### src/rtl/alu_issue_queue.sv
// Issue stage for the 4-bit ALU: a small operand FIFO feeding the ALU inputs and
// a registered result slot, each side with its own valid/ready handshake.
module alu_issue_queue #(
  parameter int DEPTH = 4,
  parameter int AW    = 2
) (
  input  logic          clk,
  input  logic          rst,
  input  logic          in_valid,
  output logic          in_ready,
  input  logic [3:0]    in_a,
  input  logic [3:0]    in_b,
  input  logic [1:0]    in_sel,
  output logic [3:0]    alu_a,
  output logic [3:0]    alu_b,
  output logic [1:0]    alu_sel,
  input  logic [3:0]    alu_out,
  output logic          res_valid,
  input  logic          res_ready,
  output logic [3:0]    res_data,
  output logic [1:0]    res_sel,
  output logic [AW:0]   count,
  output logic [7:0]    issued_cnt
);

  localparam logic [AW:0] FULL = (AW+1)'(DEPTH);

  logic [3:0]    memA_q   [DEPTH];
  logic [3:0]    memB_q   [DEPTH];
  logic [1:0]    memSel_q [DEPTH];
  logic [AW-1:0] wrPtr_q, wrPtr_d;
  logic [AW-1:0] rdPtr_q, rdPtr_d;
  logic [AW:0]   count_q, count_d;
  logic          resValid_q, resValid_d;
  logic [3:0]    resData_q, resData_d;
  logic [1:0]    resSel_q, resSel_d;
  logic [7:0]    issued_q, issued_d;
  logic          push, pop, notEmpty;

  // Handshakes use the registered occupancy only, so a full queue never
  // accepts even when the head leaves in the same cycle.
  always_comb begin
    notEmpty = (count_q != '0);
    in_ready = (count_q != FULL);
    push     = in_valid & in_ready;
    pop      = notEmpty & (~resValid_q | res_ready);

    alu_a   = '0;
    alu_b   = '0;
    alu_sel = '0;
    if (notEmpty) begin
      alu_a   = memA_q[rdPtr_q];
      alu_b   = memB_q[rdPtr_q];
      alu_sel = memSel_q[rdPtr_q];
    end
  end

  always_comb begin
    wrPtr_d    = wrPtr_q;
    rdPtr_d    = rdPtr_q;
    count_d    = count_q;
    resValid_d = resValid_q;
    resData_d  = resData_q;
    resSel_d   = resSel_q;
    issued_d   = issued_q;

    if (push) wrPtr_d = wrPtr_q + AW'(1);

    if (pop) begin
      rdPtr_d    = rdPtr_q + AW'(1);
      resValid_d = 1'b1;
      resData_d  = alu_out;
      resSel_d   = memSel_q[rdPtr_q];
      issued_d   = issued_q + 8'd1;
    end else if (resValid_q && res_ready) begin
      resValid_d = 1'b0;
    end

    case ({push, pop})
      2'b10:   count_d = count_q + (AW+1)'(1);
      2'b01:   count_d = count_q - (AW+1)'(1);
      default: count_d = count_q;
    endcase
  end

  // Entry storage needs no reset: empty slots are masked off the ALU inputs.
  always_ff @(posedge clk) begin
    if (push) begin
      memA_q[wrPtr_q]   <= in_a;
      memB_q[wrPtr_q]   <= in_b;
      memSel_q[wrPtr_q] <= in_sel;
    end
  end

  always_ff @(posedge clk or posedge rst) begin
    if (rst) begin
      wrPtr_q    <= '0;
      rdPtr_q    <= '0;
      count_q    <= '0;
      resValid_q <= 1'b0;
      resData_q  <= '0;
      resSel_q   <= '0;
      issued_q   <= '0;
    end else begin
      wrPtr_q    <= wrPtr_d;
      rdPtr_q    <= rdPtr_d;
      count_q    <= count_d;
      resValid_q <= resValid_d;
      resData_q  <= resData_d;
      resSel_q   <= resSel_d;
      issued_q   <= issued_d;
    end
  end

  assign res_valid  = resValid_q;
  assign res_data   = resData_q;
  assign res_sel    = resSel_q;
  assign count      = count_q;
  assign issued_cnt = issued_q;

endmodule

### config.mk
export PLATFORM = sky130hd
export DESIGN_NAME = alu_issue_queue
export DESIGN_NICKNAME = d
export VERILOG_FILES = /design/src/rtl/alu_issue_queue.sv
export SDC_FILE = /design/constraint.sdc
export NUM_CORES = 1
export LEC_CHECK = 0
export ABC_AREA = 1
export BUFFER_PORTS_ARGS = -buffer_cell sky130_fd_sc_hd__buf_2
export CAP_MARGIN = 20
export CORE_UTILIZATION = 25
export CTS_CLUSTER_DIAMETER = 50
export DETAILED_ROUTE_END_ITERATION = 16
export HOLD_SLACK_MARGIN = 0.02
export PLACE_DENSITY = 0.49
export SLEW_MARGIN = 30
export SYNTH_ARGS = -nofsm -noshare
export SYNTH_HDL_FRONTEND = slang
export SYNTH_SLANG_ARGS = --single-unit
### constraint.sdc
create_clock -name clk -period 2.4 [get_ports clk]
set_clock_uncertainty 0.15 [all_clocks]
set_input_delay 0.24 -clock clk [delete_from_list [all_inputs] [get_ports clk]]
set_output_delay 0.24 -clock clk [all_outputs]
set_load 0.005 [all_outputs]
Word level (Yosys, flattened, before mapping)

Memories as Yosys holds them, arrays and structs flattened.
Cells that the tools add are included.

Output and inout port bits: 29
Register bits: 22
RAM bits: 40
Memories: 3
Word-level logic and storage cells: 34
Bits of input ports: 18

Memory list:

| memory   | words | bits a word | rd ports | clocked after memory_dff | wr ports | line | source |
|---|---|---|---|---|---|---|---|
| memA_q   | 4     | 4           | 1        | 0                        | 1        | 28   | `logic [3:0] memA_q [DEPTH];` |
| memB_q   | 4     | 4           | 1        | 0                        | 1        | 29   | `logic [3:0] memB_q [DEPTH];` |
| memSel_q | 4     | 2           | 1        | 0                        | 1        | 30   | `logic [1:0] memSel_q [DEPTH];` |

Add/sub/neg operators: 5
Reduce and logical (&&, ||, !) cells: 4
Multiplexer cells: 8
Bitwise gates (word level): 4
Eq/ne operators: 3

Operator list:

| cell                | number |
|---|---|
| $add 8x1->8 const B | 1 |
| $mux 4              | 2 |
| $pmux 3 s2          | 1 |
| $add 2x1->2 const B | 2 |
| $mux 1              | 4 |
| $reduce_bool 2->1   | 2 |
| $add 3x1->3 const B | 1 |
| $ne 3x3->1 const B  | 1 |
| $reduce_bool 3->1   | 1 |
| $sub 3x1->3 const B | 1 |
| $and 1x1->1         | 2 |
| $eq 2x1->1 const B  | 1 |
| $eq 2x2->1 const B  | 1 |
| $mux 2              | 1 |
| $logic_and 1x1->1   | 1 |
| $not 1->1           | 1 |
| $or 1x1->1          | 1 |

Logic depth before layout (Yosys ltp)

Depth after elaboration: 5
Gate-level depth with buffers: 10
Gate-level depth less buffers: 9

Worst setup path before layout

Ideal clock, no wire load.

Path kind: reg2reg
Start: reg count_q[0], in the netlist count[0]
End: reg count_q[2], in the netlist count[2]
Setup time: 79 ps
Period minus slack after synthesis: 2121 ps
Required time: 2171 ps
Arrival: 1892 ps
Path slack: 279 ps
Path buffers: 0
Cell stages (with the launch flop): 10
Cell sequence: dfrtp_1 nor2_4 nand2_1 nand2_2 ha_1 inv_1 fa_1 or2_2 nand2_1 xor2_1

Word-level cells in the longest chain between the ends: 4
Elaborated cells between the ends (all ways): 10
Classes of those cells: 2 x add/sub; 3 x eq/ne; 1 x mux; 2 x bitwise; 2 x reduce/logical

Ends and longest elaborated chain:

| element                                         | line | source |
|---|---|---|
| from (decl)                                     | 33   | `logic [AW:0] count_q, count_d;` |
| from (signal assigned)                          | 107  | `count_q <= count_d;` |
| $ne 3x3->1 *                                    | 44   | `in_ready = (count_q != FULL);` |
| via in_ready                                    | 10   | `output logic in_ready,` |
| $and 1x1->1 *                                   | 45   | `push = in_valid & in_ready;` |
| $eq 2x1->1 or $eq 2x2->1 (tied branches)        | 79   | `case ({push, pop})` |
| $pmux 3 s2 or $reduce_bool 2->1 (tied branches) | -    |  |

The timed path passes the listed nets; every way through them passes the cells marked *.
A chain may end at the register's enable or synchronous reset.

Worst setup path after layout

Start: reg count_q[0], in the netlist count[0]
End: reg count_q[2], in the netlist count[2]

Word-level cells in the longest chain between the ends: 4
Elaborated cells between the ends (all ways): 10
Classes of those cells: 2 x add/sub; 3 x eq/ne; 1 x mux; 2 x bitwise; 2 x reduce/logical

Ends and longest elaborated chain:

| element                                         | line |
|---|---|
| $ne 3x3->1 or $reduce_bool 3->1 (tied branches) | 44, 43 |
| $and 1x1->1, on equally long branches           | 45, 46 |
| $eq 2x1->1 or $eq 2x2->1 (tied branches)        | 79 |
| $pmux 3 s2 or $reduce_bool 2->1 (tied branches) | - |

Parallel ways exist; a longest one is shown, timed or not.

==> run_results.csv <==
group,metric,value,unit
timing,rsz0062_at_grt,"no",
run,max_cap_viol_count,0,
floorplan,row_count,37,
timing,period_share,90.2,%
power,seq_power_share,39.1,%
cells_and_area,multi_input_area,788,um2
clock_tree,clkTransAtPathRegs,0.07,ns
global_route,overflow,0,
detailed_routing,wl_per_cell,12.3,um
detailed_routing,drtIter0Drc,53,
placed_design,dp_hpwl,3.63,mm
detailed_routing,ant_nets,0,
timing,worstMarginPinSlew,0.618,ns
global_route,grt_max_degree,23,
timing,fmax,462,MHz
cells_and_area,seq_area,1750,um2
power,swShare,35.5,%
placed_design,io_buffers,46,
cells_and_area,stdcell_area,3430,um2
cells_and_area,num_antenna_cells,0,
critical_path,startpoint_type,"register",
synth,synth.cell_area,2670,um2
clock_tree,clk_latency,0.33,ns
global_route,grt_pass1_vias,1828,
critical_path,arrival,2.26,ns
critical_path,crit_type,"reg -> reg",
floorplan,die_area,11100,um2
cells_and_area,fin_util,33.2,%
critical_path,crit_required,2.50,ns
global_route,grt_first_pass_wirelength,9.18,mm
critical_path,critPathMaxFanout,4,
cells_and_area,area_growth,28.8,%
timing,hold_viol,0,
floorplan,start_util,25.8,%
status,status,"finished, final reports clean",
clock_tree,numCtsBuffers,9,
detailed_routing,via_count,1885,
cells_and_area,fillers,1042,
power,power.switching,1.45,mW
timing,slew_viol_final,0,
floorplan,die_w,105,um
power,intPower,2.63,mW
timing,setup_viol,0,
detailed_routing,vias_per_cell,4.09,
clock_tree,clockRootBuffer,"clkbuf_8",
global_route,grt_use_total,11.1,%
placed_design,post_dp_cell_area,3080,um2
synth,synth_cell_types,23,
clock_tree,cts_sinks,62,
cells_and_area,layout-drive-gt1-share,23.1,%
detailed_routing,drc_errors,0,
clock_tree,cts_buffer_depth,2,
synth,synth_fp_nets,274,
cells_and_area,nets,346,
worst_hold_path,hold_path_class,"in -> reg",
synth,netlist_instances,249,
power,combPwrFrac,37.5,%
floorplan,io_pins,47,
synth,yosysWarningCount,0,
synth,ys_seq_elements,62,
timing,holdWs,0.0787,ns
synth,syn_avg_cell_area,10.7,um2
clock_tree,h-tree-depth,3,
floorplan,fp.dieH,105,um
power,power_leakage,1.48,nW
timing,fin_setup_tns,0,ns
timing,relSlewSlack,58.7,%
clock_tree,cts_tree,"yes",
power,power.density,1190,nW/um2
placed_design,gp_congestion,0.660,
power,p_clk_share,23.4,%
global_route,grt_antenna_before_repair,0,
timing,period_needed,2.17,ns
floorplan,core,10300,um2
synth,ys_seq_area_share,65.7,%
detailed_routing,drt_pre_antenna_iters,4,
detailed_routing,drt_wl_total,5.65,mm
critical_path,end_kind,"register",
power,max-vdd-ir-drop,0.545,mV
==> worst paths after layout <==
kind / start / endpoint / slack [ns] / cells after the start
worst min-delay path: res_ready / res_valid / 0.08 / 4
worst min register to register: res_data[2] / res_data[2] / 0.33 / 2
worst max-delay path: count[0] / count[2] / 0.23 / 9
max in group asynchronous: rst / res_data[2] / 1.52 / 4
min in group asynchronous: rst / issued_cnt[7] / 0.34 / 4
worst max register to register: count[0] / count[2] / 0.23 / 9
==> Yosys cell counts <==
cell type  count  area share, %
o21ai_0       19            3.6
nand2_2        3           0.70
a21oi_1       10            1.9
nor2_1        45            6.3
or2_2          1           0.23
buf_6          2           0.85
clkbuf_1       3           0.42
nand3_1        7            1.3
inv_2          1           0.14
ha_1           6            2.8
inv_1         18            2.5
xor2_1         2           0.66
edfxtp_1      40             45
nor2_2         1           0.23
nand2_1       53            7.5
fa_1           1           0.75
a21oi_4        1           0.61
xnor2_1        5            1.6
buf_2          4           0.75
nand3b_1       2           0.56
o21ai_1        2           0.38
nor2_4         1           0.42
dfrtp_1       22             21
==> layer usage <==
metal  vias up  share of wire (%)  GRT usage [%]
met5         -                  0              0
met4         0                1.7           5.43
met3         8                6.1           3.59
met2        42                 48           17.3
met1       881                 44           14.0
li1        954                  -              -
==> state kept, by name, indices dropped and copies added (netlist names) <==
| signal | cells |
|---|---|
| issued_cnt | 8 |
| count | 3 |
| memB_q | 16 |
| memSel_q | 8 |
| res_sel | 2 |
| res_valid | 1 |
| memA_q | 16 |
| res_data | 4 |
| rdPtr_q | 2 |
| wrPtr_q | 2 |
==> layout make-up <==
type / count / share of cell area, %
sequential: 62 / 51.0
multi-input combinational: 159 / 23.0
clock buffer: 10 / 3.72
clock inverter: 5 / 2.19
tap: 136 / 4.96
inverter: 19 / 2.08
timing repair buffer: 70 / 13.1
==> what timing repair did <==
action	in CTS	in global routing
hold endpoints to repair	66	0
gates resized for setup	0	0
buffers inserted	0	0
setup endpoints to repair	0	0
hold buffers	15	0
==> worst max-delay path: stages, from the launching register on <==
cell     delay [ns]
dfrtp_1        0.44
nor2_4         0.19
nand2_1        0.10
nand2_2        0.08
ha_1           0.14
inv_1          0.06
fa_1           0.38
or2_2          0.30
nand2_1        0.08
xor2_1         0.15
==> logic make-up (layout without fill, tap and decap cells) <==
family	after synthesis	count (layout)	synth area share, %
XOR/XNOR	7	7	2.30
flip-flops	62	62	65.7
adder cells (fa/ha/maj)	7	7	3.57
AO/OA/AOI/OAI	32	32	6.43
AND/OR/NAND/NOR	113	113	17.3
buffers and inverters	28	104	4.69
==> metrics by stage <==
| step | setup slack, ns | instances | total power [mW] |
|---|---|---|---|
| finish | 0.234 | 461 | 4.07 |
| global route | 0.0935 | 461 | 4.40 |
| CTS | 0.214 | 461 | 4.17 |
| detailed placement | 0.244 | 431 | 3.17 |
| global placement | 0.353 | 431 | 3.14 |
| floorplan | 0.279 | 249 | 2.57 |
==> power by group through the flow <==
stage | logic, mW | clock network (mW) | registers [mW]
6_report | 1.53 | 0.954 | 1.59
5_1_grt | 1.74 | 1.04 | 1.63
4_1_cts | 1.58 | 0.992 | 1.60
3_5_place_dp | 1.55 | 0 | 1.62
3_3_place_gp | 1.54 | 0 | 1.61
2_1_floorplan | 0.956 | 0 | 1.61
==> layout by cell type (no fill, tap or decap), types with 7 or more instances in the layout <==
cell type	n
buf_2	46
o21ai_0	19
edfxtp_1	40
nor2_1	45
nand2_1	53
a21oi_1	10
dlygate4sd3_1	15
buf_4	9
dfrtp_1	22
inv_1	18
clkbuf_8	9
nand3_1	7
Power figures use the tool's default switching activity.
